## config.mk

```make
export PLATFORM = sky130hd
export DESIGN_NAME = ex_mem_reg
export DESIGN_NICKNAME = d
export VERILOG_FILES = /design/src/rtl/ex_mem_reg.sv
export SDC_FILE = /design/constraint.sdc
export NUM_CORES = 1
export LEC_CHECK = 0
export BUFFER_PORTS_ARGS = -buffer_cell sky130_fd_sc_hd__buf_2
export CAP_MARGIN = 20
export CORE_MARGIN = 5
export CORE_UTILIZATION = 40
export CTS_CLUSTER_SIZE = 10
export DETAILED_ROUTE_END_ITERATION = 16
export PLACE_DENSITY = 0.75
export SLEW_MARGIN = 20
export SYNTH_ARGS = -nofsm -noshare
export SYNTH_HDL_FRONTEND = slang
export SYNTH_SLANG_ARGS = --single-unit
```

## constraint.sdc

```tcl
create_clock -name clk -period 3.15 [get_ports clk]
set_clock_uncertainty 0.2 [all_clocks]
set_input_delay 0.4725 -clock clk [delete_from_list [all_inputs] [get_ports clk]]
set_output_delay 0.4725 -clock clk [all_outputs]
set_load 0.005 [all_outputs]
```

## src/rtl/ex_mem_reg.sv

```systemverilog
// EX/MEM pipeline register: 1-cycle latency; flush loads a bubble over stall, stall holds all state.
// Optional EX_MEM_STALL_CNT_EN adds a 32-bit counter of stalled cycles holding a valid instruction.
module ex_mem_reg #(
  parameter int DATA_W = 32,
  parameter int ADDR_W = 5
) (
  input  logic              clk,
  input  logic              rst,
  input  logic              stall,
  input  logic              flush,
  input  logic              ex_valid,
  input  logic [DATA_W-1:0] ex_pc,
  input  logic [DATA_W-1:0] ex_alu_result,
  input  logic [DATA_W-1:0] ex_store_data,
  input  logic [ADDR_W-1:0] ex_wbadd,
  input  logic              ex_regwrite,
  input  logic              ex_memread,
  input  logic              ex_memwrite,
  input  logic              ex_memtoreg,
  input  logic [ADDR_W-1:0] id_rs,
  input  logic [ADDR_W-1:0] id_rt,
  output logic              mem_valid,
  output logic [DATA_W-1:0] mem_pc,
  output logic [DATA_W-1:0] mem_alu_result,
  output logic [DATA_W-1:0] mem_store_data,
  output logic [ADDR_W-1:0] mem_wbadd,
  output logic              mem_regwrite,
  output logic              mem_memread,
  output logic              mem_memwrite,
  output logic              mem_memtoreg,
`ifdef EX_MEM_STALL_CNT_EN
  output logic [31:0]       stall_cnt,
`endif
  output logic              fwd_rs,
  output logic              fwd_rt
);

  always_ff @(posedge clk or posedge rst) begin
    if (rst) begin
      mem_valid      <= 1'b0;
      mem_pc         <= '0;
      mem_alu_result <= '0;
      mem_store_data <= '0;
      mem_wbadd      <= '0;
      mem_regwrite   <= 1'b0;
      mem_memread    <= 1'b0;
      mem_memwrite   <= 1'b0;
      mem_memtoreg   <= 1'b0;
    end else if (flush) begin
      mem_valid      <= 1'b0;
      mem_pc         <= '0;
      mem_alu_result <= '0;
      mem_store_data <= '0;
      mem_wbadd      <= '0;
      mem_regwrite   <= 1'b0;
      mem_memread    <= 1'b0;
      mem_memwrite   <= 1'b0;
      mem_memtoreg   <= 1'b0;
    end else if (!stall) begin
      mem_valid      <= ex_valid;
      mem_pc         <= ex_pc;
      mem_alu_result <= ex_alu_result;
      mem_store_data <= ex_store_data;
      mem_wbadd      <= ex_wbadd;
      // writes to $0 are dropped here so forwarding never sources a $0 result
      mem_regwrite   <= ex_valid & ex_regwrite & (ex_wbadd != '0);
      mem_memread    <= ex_valid & ex_memread;
      mem_memwrite   <= ex_valid & ex_memwrite;
      mem_memtoreg   <= ex_valid & ex_memtoreg;
    end
  end

`ifdef EX_MEM_STALL_CNT_EN
  always_ff @(posedge clk or posedge rst) begin
    if (rst)
      stall_cnt <= '0;
    else if (stall && !flush && mem_valid)
      stall_cnt <= stall_cnt + 32'd1;
  end
`endif

  // loads still raise the flags; the hazard unit owns load-use stalling
  always_comb begin
    fwd_rs = mem_valid & mem_regwrite & (mem_wbadd == id_rs) & (id_rs != '0);
    fwd_rt = mem_valid & mem_regwrite & (mem_wbadd == id_rt) & (id_rt != '0);
  end

endmodule

```

Word level (Yosys, flattened, before mapping)

Cells that the tools add are included.

Reduce and logical (&&, ||, !) cells: 3
Bitwise operators: 10
Muxes and demuxes: 18
Equal/unequal tests: 3

Operators with widths:

| kind               | number |
|---|---|
| $mux 32            | 6 |
| $reduce_bool 5->1  | 3 |
| $and 1x1->1        | 10 |
| $eq 5x5->1         | 2 |
| $mux 1             | 10 |
| $mux 5             | 2 |
| $ne 2x1->1 const B | 1 |

Output and inout bits: 108
Flip-flop bits (word level): 106
Word-level logic and storage cells: 43

Depth between registers and ports, before layout

Gate-level depths: netlist (run 1).

Word-level depth: 4
Depth in mapped cells: 5
Mapped depth without buffers: 3

Least setup slack after synthesis (run 1)

No wires, ideal clock.

Kind: input to output
Start: in id_rt[4]
End: out fwd_rt
Cell stages on the path: 2
Slack: 1402 ps
Path buffers: 0
Arrival: 1076 ps
Cells stage by stage: or3_1 a211oi_2

Cells in the longest elaborated chain, start to end: 3
Elaborated cells between the ends (all ways): 4
Those cells by class: eq/ne: 1; bitwise: 2; reduce/logical: 1

RTL lines:

| element            | line | RTL |
|---|---|---|
| start: declaration | 21   | `input logic [ADDR_W-1:0] id_rt,` |
| $eq 5x5->1         | 85   | `fwd_rt = mem_valid & mem_regwrite & (mem_wbadd == id_rt) & (id_rt != '0);` |
| $and 1x1->1        | 85   |  |
| $and 1x1->1 (*)    | 85   |  |
| end: declaration   | 35   | `output logic fwd_rt` |

Mark *: on every way between the ends. The rest lies on a longest branch, timed or not.

Worst setup path after layout (run 1)

Start: reg mem_wbadd[3]
End: out fwd_rs

Cells in the longest elaborated chain, start to end: 3

RTL lines:

| element                  | line | RTL |
|---|---|---|
| start: declaration       | 26   | `output logic [ADDR_W-1:0] mem_wbadd,` |
| start signal: assignment | 64   | `mem_wbadd <= ex_wbadd;` |
| $eq 5x5->1               | 84   | `fwd_rs = mem_valid & mem_regwrite & (mem_wbadd == id_rs) & (id_rs != '0);` |
| $and 1x1->1 (2 in a row) | 84   |  |
| end: declaration         | 34   | `output logic fwd_rs,` |

Every way passes these cells.

==> results of run 1 <==
## worst max-delay path: cells and delay by family (launching register included)
| kind | cells | cell delay, ps |
|---|---|---|
| simple gates | 2 | 420 |
| compound gates | 1 | 240 |
| flops | 1 | 460 |
| buf+inv | 1 | 150 |
## final cells by class
class / count / area share
clock buffer: 11 / 0.02407
tap: 140 / 0.02983
clock inverter: 5 / 0.01321
timing repair buffer: 230 / 0.2045
multi-input combinational: 235 / 0.2755
sequential: 106 / 0.4516
inverter: 1 / 0.001278
## kinds of logic after synthesis
| family | after synthesis | share of synthesized area |
|---|---|---|
| AO/OA/AOI/OAI | 8 | 0.01525 |
| XOR/XNOR | 8 | 0.01582 |
| buffers and inverters | 25 | 0.03588 |
| flip-flops | 106 | 0.5989 |
| multiplexers | 101 | 0.2282 |
| AND/OR/NAND/NOR | 118 | 0.1059 |
## cells in the final DEF, fill, tap and decap left out, drive strengths merged, types with 2 or more instances in the layout
master | netlist | final
dfrtp | 106 | 106
nor2 | 104 | 104
mux2i | 101 | 101
a211oi | 2 | 2
clkinv | 0 | 2
a21oi | 3 | 3
clkinvlp | 0 | 2
a22oi | 2 | 2
bufinv | 0 | 2
nand2 | 4 | 4
clkbuf | 8 | 11
or3 | 2 | 2
nand3 | 4 | 4
buf | 16 | 230
xnor2 | 8 | 8
## registers in the layout (all words and copies together), names as in the netlist
signal          count
mem_alu_result     32
mem_memread         1
mem_memtoreg        1
mem_memwrite        1
mem_pc             32
mem_regwrite        1
mem_store_data     32
mem_valid           1
mem_wbadd           5
## per-layer routing
| layer | track usage | part of all wire | vias to the layer above |
|---|---|---|---|
| met5 | 0 | 0 | - |
| met4 | 0.07590 | 0.024 | 0 |
| met3 | 0.03789 | 0.083 | 20 |
| met2 | 0.2851 | 0.50 | 142 |
| met1 | 0.1949 | 0.39 | 1659 |
| li1 | - | - | 1646 |
## final timing paths
check | start | endpoint | slack (ps) | cells after the start
worst max-delay path | mem_wbadd[3] | fwd_rs | 860 | 4
worst min-delay path | rst | mem_pc[8] | 70 | 3
worst max register to register | mem_wbadd[3] | mem_wbadd[3] | 2120 | 2
worst min register to register | mem_alu_result[28] | mem_alu_result[28] | 320 | 2
max in group asynchronous | rst | mem_store_data[23] | 2280 | 3
min in group clk | ex_alu_result[1] | mem_alu_result[1] | 150 | 3
## report_power, final
group          switching, mW  internal (mW)  total (mW)
registers             0.0456           1.43        1.48
clock network          0.437          0.468       0.904
logic                  0.197          0.197       0.395
total                  0.680           2.10        2.78
## through the flow
stage	cells	hold slack (ps)	power, mW	worst slack [ps]	instance area (um^2)
2_1_floorplan	366	313.9	1.714	1204	4433
3_3_place_gp	712	298.3	1.896	1130	5654
3_5_place_dp	712	309.3	1.911	1133	5654
4_1_cts	728	88.16	2.822	817.4	5873
5_1_grt	728	96.90	2.926	757.5	5873
6_report	728	69.90	2.779	862.0	5873
==> results.sh, run 1 <==
export IMPL_status="finished, final reports clean"
export IMPL_grt_setup_unrepaired="false"
export IMPL_ff_latch_area_um2=2653
export IMPL_overflow=0
export IMPL_yosys_area_top_type_share=0.5989
export IMPL_yosys_area_top_type="dfrtp_1"
export IMPL_synth_cell_area_um2=4429
export IMPL_grt_usage=0.1650
export IMPL_cts_buffers=9
export IMPL_pwr_density_cell_nw_per_um2=473.2
export IMPL_grt_pass1_vias=3734
export IMPL_slew_violations=0
export IMPL_synth_area_per_cell_um2=12.10
export IMPL_setup_viol_count_final=0
export IMPL_synth_ff_type="dfrtp_1"
export IMPL_area_growth_pct=32.60
export IMPL_drive_above_1_share=0.4252
export IMPL_cpMaxStageDelayCell="dfrtp_1"
export IMPL_io_buffer_count=227
export IMPL_cap_viol_max_count=0
export IMPL_cp_required_ps=2480
export IMPL_max_freq_ghz=0.4371
export IMPL_period_share=0.7263
export IMPL_vias=3467
export IMPL_grt_pass1_wl_mm=17.61
export IMPL_synth_top_cells_by_count="dfrtp_1, nor2_1, mux2i_1"
export IMPL_cts_resized=0
export IMPL_nets=703
export IMPL_drtIter0Drc=153
export IMPL_synthCells=366
export IMPL_die_area_um2=13280
export IMPL_start_util=0.4086
export IMPL_syn_nets=486
export IMPL_die_w_um=115.2
export IMPL_hold_path_class="in2async"
export IMPL_vias_per_cell=4.762
export IMPL_synth_edff_count=0
export IMPL_dr_pass1_iters=6
export IMPL_die_y_um=115.2
export IMPL_cts_sinks=106
export IMPL_num_antenna_cells=0
export IMPL_worst_setup_path_end_kind="output port"
export IMPL_cellLeakagePower_nw=3.395
export IMPL_ant_nets=0
export IMPL_antenna_found_initial=0
export IMPL_postCtsSetupBuffers=0
export IMPL_worst_skew_pair_late_latency_ps=340
export IMPL_finalWorstPathRequiredPeriod_ps=2288
export IMPL_synth_warnings=0
export IMPL_ctsHoldBuffers=0
export IMPL_ys_ff_latch=106
export IMPL_core_area_um2=10840
export IMPL_yosysMostFrequentCell="dfrtp_1"
export IMPL_vdd_ir_drop_max_v=0.0002851
export IMPL_drt_wl_total_mm=11.05
export IMPL_synth_async_reset_ratio=1.000
export IMPL_clk_pin_slew_ps=100
export IMPL_path_cells="nor4_1 -> or3_1 -> a211oi_2 -> buf_2"
export IMPL_fill_cells=943
export IMPL_start_kind="flop"
export IMPL_clk_path_buf_depth=2
export IMPL_drc=0
export IMPL_rows=38
export IMPL_ys_seq_area_frac=0.5989
export IMPL_hold_violations=0
export IMPL_clockRootBuffer="clkbuf_8"
export IMPL_crit_type="reg2out"
export IMPL_grt_max_degree=107
export IMPL_cts_tree="built"
export IMPL_pin_count=228
export IMPL_finalSetupTns_ps=0
export IMPL_arrival_ps=1620
export IMPL_multi_input_area_um2=1618
export IMPL_wl_per_cell_um=15.18
export IMPL_synth_distinct_cells=20
export IMPL_critPathMaxStageDelay_ps=460
export IMPL_htree_levels=3
export IMPL_critPathMaxFanout=5
export IMPL_worst_pin_slew_ps=1035
export IMPL_finalCoreUtilization=0.5418
export IMPL_max_slew_margin=0.3102
export IMPL_gp_congestion=0.8034
export IMPL_hpwl_mm=8.112
export IMPL_synthTopCellsByArea="dfrtp_1, mux2i_1, nor2_1"
No activity file was read; power rests on OpenSTA's default activity.
==> inputs of run 2 (changes only) <==
--- a/config.mk
+++ b/config.mk
@@ -5,13 +5,14 @@
 export SDC_FILE = /design/constraint.sdc
 export NUM_CORES = 1
 export LEC_CHECK = 0
+export ABC_AREA = 1
 export BUFFER_PORTS_ARGS = -buffer_cell sky130_fd_sc_hd__buf_2
 export CAP_MARGIN = 20
 export CORE_MARGIN = 5
 export CORE_UTILIZATION = 40
 export CTS_CLUSTER_SIZE = 10
 export DETAILED_ROUTE_END_ITERATION = 16
-export PLACE_DENSITY = 0.75
+export PLACE_DENSITY = 0.73
 export SLEW_MARGIN = 20
 export SYNTH_ARGS = -nofsm -noshare
 export SYNTH_HDL_FRONTEND = slang
==> constraint.sdc (replaced) <==
create_clock -name clk -period 2.25 [get_ports clk]
set_clock_uncertainty 0.2 [all_clocks]
set_input_delay 0.3375 -clock clk [delete_from_list [all_inputs] [get_ports clk]]
set_output_delay 0.3375 -clock clk [all_outputs]
set_load 0.005 [all_outputs]
==> run 2 against run 1 <==
Total power grew 39%. Sequential power rose by 40%. Final area is 5.1% higher. Clock power increased by 34%. First-iteration DRC count grew 63%. Global-route usage up 3.0 points. Synthesized cell count fell by 13%. Final cell count up 2.7%. Critical endpoint is now fwd_rt.
==> results.sh, run 2 <==
export IMPL_syn_nets=438
export IMPL_postCtsSetupBuffers=0
export IMPL_cellLeakagePower_nw=3.450
export IMPL_vias_per_cell=4.913
export IMPL_synth_top_cells_by_count="dfrtp_1, a22o_1, nand2_1"
export IMPL_drc=0
export IMPL_synth_distinct_cells=16
export IMPL_worst_pin_slew_ps=562.6
export IMPL_start_kind="flop"
export IMPL_reg2reg_from="mem_wbadd[2]"
export IMPL_ys_ff_latch=106
export IMPL_hold_path_class="in2reg"
export IMPL_power_frac_seq=0.536
export IMPL_fill_cells=809
export IMPL_cp_required_ps=1710
export IMPL_critPathMaxStageDelay_ps=450
export IMPL_hold_violations=0
export IMPL_dr_pass1_iters=4
export IMPL_min_from="ex_wbadd[2]"
export IMPL_clk_path_buf_depth=2
export IMPL_grt_setup_unrepaired="false"
export IMPL_synth_compound_area_frac=0.2218
export IMPL_cts_buffers=9
export IMPL_cpMaxStageDelayCell="dfrtp_1"
export IMPL_nets=729
export IMPL_pwr_share_clk=0.312
export IMPL_core_area_um2=9864
export IMPL_layout_commonest_cell="buf_2"
export IMPL_overflow=0
export IMPL_synth_ff_type="dfrtp_1"
export IMPL_die_area_um2=12300
export IMPL_synth_top_family_by_area="compound AO/OA/AOI/OAI gates"
export IMPL_antenna_found_initial=0
export IMPL_synth_warnings=0
export IMPL_cts_resized=0
export IMPL_gp_congestion=0.8249
export IMPL_clockRootBuffer="clkbuf_8"
export IMPL_power_net_switching_mw=1.003
export IMPL_synth_edff_count=0
export IMPL_finalSetupTns_ps=0
export IMPL_io_buffer_count=227
export IMPL_grt_usage=0.1946
export IMPL_grt_max_degree=107
export IMPL_pwr_density_cell_nw_per_um2=627.7
export IMPL_instances_no_fill=748
export IMPL_cts_tree="built"
export IMPL_yosys_area_top_type="dfrtp_1"
export IMPL_rows=36
export IMPL_finalWorstPathRequiredPeriod_ps=1930
export IMPL_synth_cell_area_um2=4073
export IMPL_drt_wl_total_mm=12.23
export IMPL_synth_async_reset_ratio=1.000
export IMPL_internal_power_mw=2.870
export IMPL_dp_cells=662
export IMPL_synth_fa_ha_area_frac=0
export IMPL_crit_start="mem_wbadd[2]"
export IMPL_synthSimpleGateAreaFrac=0.06144
export IMPL_pin_count=228
export IMPL_crit_type="reg2out"
export IMPL_worst_slack_ps=319.6
export IMPL_max_freq_ghz=0.5180
export IMPL_vdd_ir_drop_max_v=0.0003969
export IMPL_die_w_um=110.9
export IMPL_setup_viol_count_final=0
export IMPL_grt_pass1_wl_mm=19.65
export IMPL_synth_area_per_cell_um2=12.81
export IMPL_drtIter0Drc=249
export IMPL_reg_top3="mem_alu_result (32), mem_pc (32), mem_store_data (32)"
export IMPL_fin_hold_ws_ps=16.17
export IMPL_cap_viol_max_count=0
export IMPL_path_cells="inv_1 -> nand2_1 -> nand2_1 -> nor2_1 -> nand2_1 -> nor2_1 -> buf_2"
export IMPL_p_comb_frac=0.152
export IMPL_synthCells=318
export IMPL_yosys_area_share_xor_xnor=0
export IMPL_cts_sinks=106
export IMPL_worst_skew_pair_late_latency_ps=360
export IMPL_area_growth_pct=51.52
export IMPL_ys_seq_area_frac=0.6513
export IMPL_worst_setup_path_end_kind="output port"
export IMPL_yosysMostFrequentCell="dfrtp_1"
export IMPL_ant_nets=0
export IMPL_synthTopCellsByArea="dfrtp_1, a22o_1, nand2_1"
export IMPL_status="finished, final reports clean"
export IMPL_pre_cts_ws_ps=660.8
export IMPL_grt_pass1_vias=3996
export IMPL_max_slew_margin=0.6249
export IMPL_muxShareOfSynthArea=0
export IMPL_drive_above_1_share=0.4186
export IMPL_arrival_ps=1390
export IMPL_wl_per_cell_um=16.35
export IMPL_yosys_area_top_type_share=0.6513
export IMPL_slew_violations=0
export IMPL_htree_levels=3
export IMPL_die_y_um=110.9
export IMPL_multi_input_area_um2=1159
export IMPL_clk_pin_slew_ps=90
export IMPL_ff_latch_area_um2=2653
export IMPL_critPathMaxFanout=5
export IMPL_mostFrequentLayoutCells="buf_2, dfrtp_1, a22o_1, dlygate4sd3_1, nand2_1"
export IMPL_swShare=0.2590
export IMPL_period_share=0.8579
export IMPL_crit_top_cell="nand2_1"
export IMPL_vias=3675
export IMPL_start_util=0.4129
export IMPL_hpwl_mm=8.111
-- run 2: path summary, 6_finish.rpt --
kind / to / slack (ps) / cells after the start
worst min register to register: mem_memread / 290 / 2
max in group asynchronous: mem_pc[12] / 930 / 4
worst max-delay path: fwd_rt / 320 / 7
min in group asynchronous: mem_memwrite / 480 / 4
worst max register to register: mem_wbadd[2] / 1280 / 2
worst min-delay path: mem_wbadd[2] / 20 / 3
-- run 2: layer usage --
| layer | GRT usage | part of all wire |
|---|---|---|
| met5 | 0 | 0 |
| met4 | 0.07553 | 0.024 |
| met3 | 0.05841 | 0.068 |
| met2 | 0.3386 | 0.52 |
| met1 | 0.2250 | 0.39 |
-- run 2: through the flow --
stage	total power [mW]	cell area, um^2	util
after global routing	4.077	6168	0.6253
after CTS	3.897	6068	0.6152
after detailed placement	2.606	5270	0.5342
after global placement	2.589	5270	0.5342
final	3.873	6171	0.6256
after floorplan	2.339	4076	-
-- run 2: cells by family (layout without fill, tap and decap cells) --
| logic type | count (synthesis) | in the layout |
|---|---|---|
| other | 0 | 1 |
| AO/OA/AOI/OAI | 104 | 104 |
| buffers and inverters | 45 | 341 |
| AND/OR/NAND/NOR | 63 | 63 |
| flip-flops | 106 | 106 |
-- run 2: timing repair --
item,4_1_cts,5_1_grt
setup endpoints to repair,0,0
endpoints found under the hold margin,164,10
hold buffers,59,10
-- run 2: critical path: cells and delay by family, from the launching register on --
family / cells / cell delay, ps
buffers and inverters: 2 / 240
DFF: 1 / 450
and+or+nand+nor: 5 / 360
-- run 2: layout make-up --
| cell class | instances | share of cell area |
|---|---|---|
| inverter | 24 | 0.01521 |
| sequential | 106 | 0.4298 |
| tap | 133 | 0.02697 |
| clock inverter | 7 | 0.01358 |
| clock buffer | 9 | 0.02007 |
| multi-input combinational | 167 | 0.1878 |
| antenna | 1 | 0.0004055 |
| timing repair buffer | 301 | 0.3062 |
-- run 2: power groups by stage --
| stage | clock network [mW] | registers [mW] | logic [mW] |
|---|---|---|---|
| 2_1_floorplan | 0 | 2.11 | 0.227 |
| 3_3_place_gp | 0 | 2.11 | 0.483 |
| 3_5_place_dp | 0 | 2.10 | 0.501 |
| 4_1_cts | 1.25 | 2.07 | 0.578 |
| 5_1_grt | 1.34 | 2.09 | 0.649 |
| 6_report | 1.21 | 2.07 | 0.590 |
==> inputs of run 3 (changes only) <==
--- a/config.mk
+++ b/config.mk
@@ -9,10 +9,10 @@
 export BUFFER_PORTS_ARGS = -buffer_cell sky130_fd_sc_hd__buf_2
 export CAP_MARGIN = 20
 export CORE_MARGIN = 5
-export CORE_UTILIZATION = 40
+export CORE_UTILIZATION = 44
 export CTS_CLUSTER_SIZE = 10
 export DETAILED_ROUTE_END_ITERATION = 16
-export PLACE_DENSITY = 0.73
+export PLACE_DENSITY = 0.8
 export SLEW_MARGIN = 20
 export SYNTH_ARGS = -nofsm -noshare
 export SYNTH_HDL_FRONTEND = slang
==> run 3 against run 2 <==
Core utilization rose by 0.72 points. Via count fell by 3.9%. Fmax grew 1.1%. Register-to-register slack hardly changed. Combinational power decreased by 8.8%. Worst setup slack improved by 20 ps. Clock power grew 6%.
==> results.sh, run 3 (synthesized netlist as in run 2, its figures left out) <==
export IMPL_grt_pass1_vias=3691
export IMPL_htree_levels=3
export IMPL_mostFrequentLayoutCells="buf_2, dfrtp_1, a22o_1, nand2_1, dlygate4sd3_1"
export IMPL_rrSetupSlack_ps=1270
export IMPL_setup_viol_count_final=0
export IMPL_wl_per_cell_um=16.96
export IMPL_io_buffer_count=227
export IMPL_area_growth_pct=42.21
export IMPL_vdd_ir_drop_max_v=0.0004303
export IMPL_die_w_um=106.2
export IMPL_instances_no_fill=688
export IMPL_max_slew_margin=0.6214
export IMPL_worst_pin_slew_ps=567.9
export IMPL_rows=35
export IMPL_worst_setup_path_end_kind="output port"
export IMPL_hold_path_class="in2reg"
export IMPL_hold_violations=0
export IMPL_vias_per_cell=5.135
export IMPL_finalSetupTns_ps=0
export IMPL_slew_violations=0
export IMPL_cellLeakagePower_nw=3.297
export IMPL_reg2reg_depth=2
export IMPL_cts_buffers=9
export IMPL_cp_required_ps=1710
export IMPL_drt_wl_total_mm=11.67
export IMPL_rr_endpoint="mem_wbadd[1]"
export IMPL_grt_max_degree=107
export IMPL_layout_commonest_cell="buf_2"
export IMPL_antenna_found_initial=0
export IMPL_drtIter0Drc=201
export IMPL_cts_resized=0
export IMPL_min_from="ex_regwrite"
export IMPL_finalWorstPathRequiredPeriod_ps=1910
export IMPL_cts_sinks=106
export IMPL_cts_tree="built"
export IMPL_num_antenna_cells=0
export IMPL_dr_pass1_iters=4
export IMPL_reg_top3="mem_alu_result (32), mem_pc (32), mem_store_data (32)"
export IMPL_grt_setup_unrepaired="false"
export IMPL_period_share=0.8488
export IMPL_ant_nets=0
export IMPL_start_kind="flop"
export IMPL_grt_pass1_wl_mm=18.19
export IMPL_clk_path_buf_depth=2
export IMPL_start_util=0.4450
export IMPL_die_area_um2=11280
export IMPL_drc=0
export IMPL_vias=3533
export IMPL_clk_pin_slew_ps=100
export IMPL_max_freq_ghz=0.5236
export IMPL_hold_end="mem_regwrite"
export IMPL_pin_count=228
export IMPL_drive_above_1_share=0.4419
export IMPL_arrival_ps=1370
export IMPL_worst_skew_pair_late_latency_ps=350
export IMPL_critPathMaxFanout=5
export IMPL_gp_congestion=0.8953
export IMPL_hold_depth=3
export IMPL_crit_type="reg2out"
export IMPL_reg2reg_from="mem_wbadd[1]"
export IMPL_fin_hold_ws_ps=14.24
export IMPL_overflow=0
export IMPL_core_area_um2=9153
export IMPL_hpwl_mm=8.157
export IMPL_grt_usage=0.2004
export IMPL_p_total_mw=3.898
export IMPL_nets=692
export IMPL_clockRootBuffer="clkbuf_8"
export IMPL_status="finished, final reports clean"
export IMPL_die_y_um=106.2
export IMPL_ctsHoldBuffers=25
export IMPL_cap_viol_max_count=0
export IMPL_pwr_density_cell_nw_per_um2=673.0
export IMPL_dp_cells=639
export IMPL_postCtsSetupBuffers=0
-- run 3: layer usage --
metal  global-route usage  wire, um  part of all wire  up-vias
li1                     -         -                 -     1634
met1               0.2421      4509              0.39     1711
met2               0.3466      6027              0.52      171
met3              0.05768       928             0.080       17
met4              0.06105       204             0.017        0
met5                    0         0                 0        -
-- run 3: power by group --
group	total, mW	switching [mW]	leakage, nW	internal, mW
clock network	1.28	0.618	0.111	0.666
logic	0.538	0.257	1.78	0.281
registers	2.08	0.0671	1.41	2.01
-- run 3: worst max-delay path: stages, from the launching register on --
cell,delay (ps)
dfrtp_1,430
inv_1,110
nand2_1,70
nand2_1,50
nor2_1,110
nand2_1,60
nor2_1,90
buf_2,110
-- run 3: final cells by class --
type | instances | area, um^2
multi-input combinational | 167 | 1159
tap | 111 | 138.9
fill | 727 | 3361
sequential | 106 | 2653
clock inverter | 5 | 85.08
timing repair buffer | 264 | 1521
clock buffer | 11 | 141.4
inverter | 24 | 93.84
-- run 3: worst max path at each step --
stage	from	end	slack [ps]	cells past startpoint
2_1_floorplan	rst	mem_alu_result[0]	440	1
3_3_place_gp	flush	mem_alu_result[26]	660	6
3_5_place_dp	flush	mem_pc[11]	600	6
4_1_cts	mem_wbadd[1]	fwd_rs	330	7
5_1_grt	mem_wbadd[2]	fwd_rt	200	7
6_report	mem_wbadd[1]	fwd_rs	340	7
-- run 3: per-stage QoR --
step / setup WS [ps] / cell area [um^2] / utilization
final: 340.1 / 5792 / 0.6328
after global routing: 200.2 / 5792 / 0.6328
after CTS: 333.3 / 5712 / 0.6241
after detailed placement: 595.5 / 5235 / 0.5720
after global placement: 657.4 / 5235 / 0.5720
after floorplan: 439.0 / 4076 / -
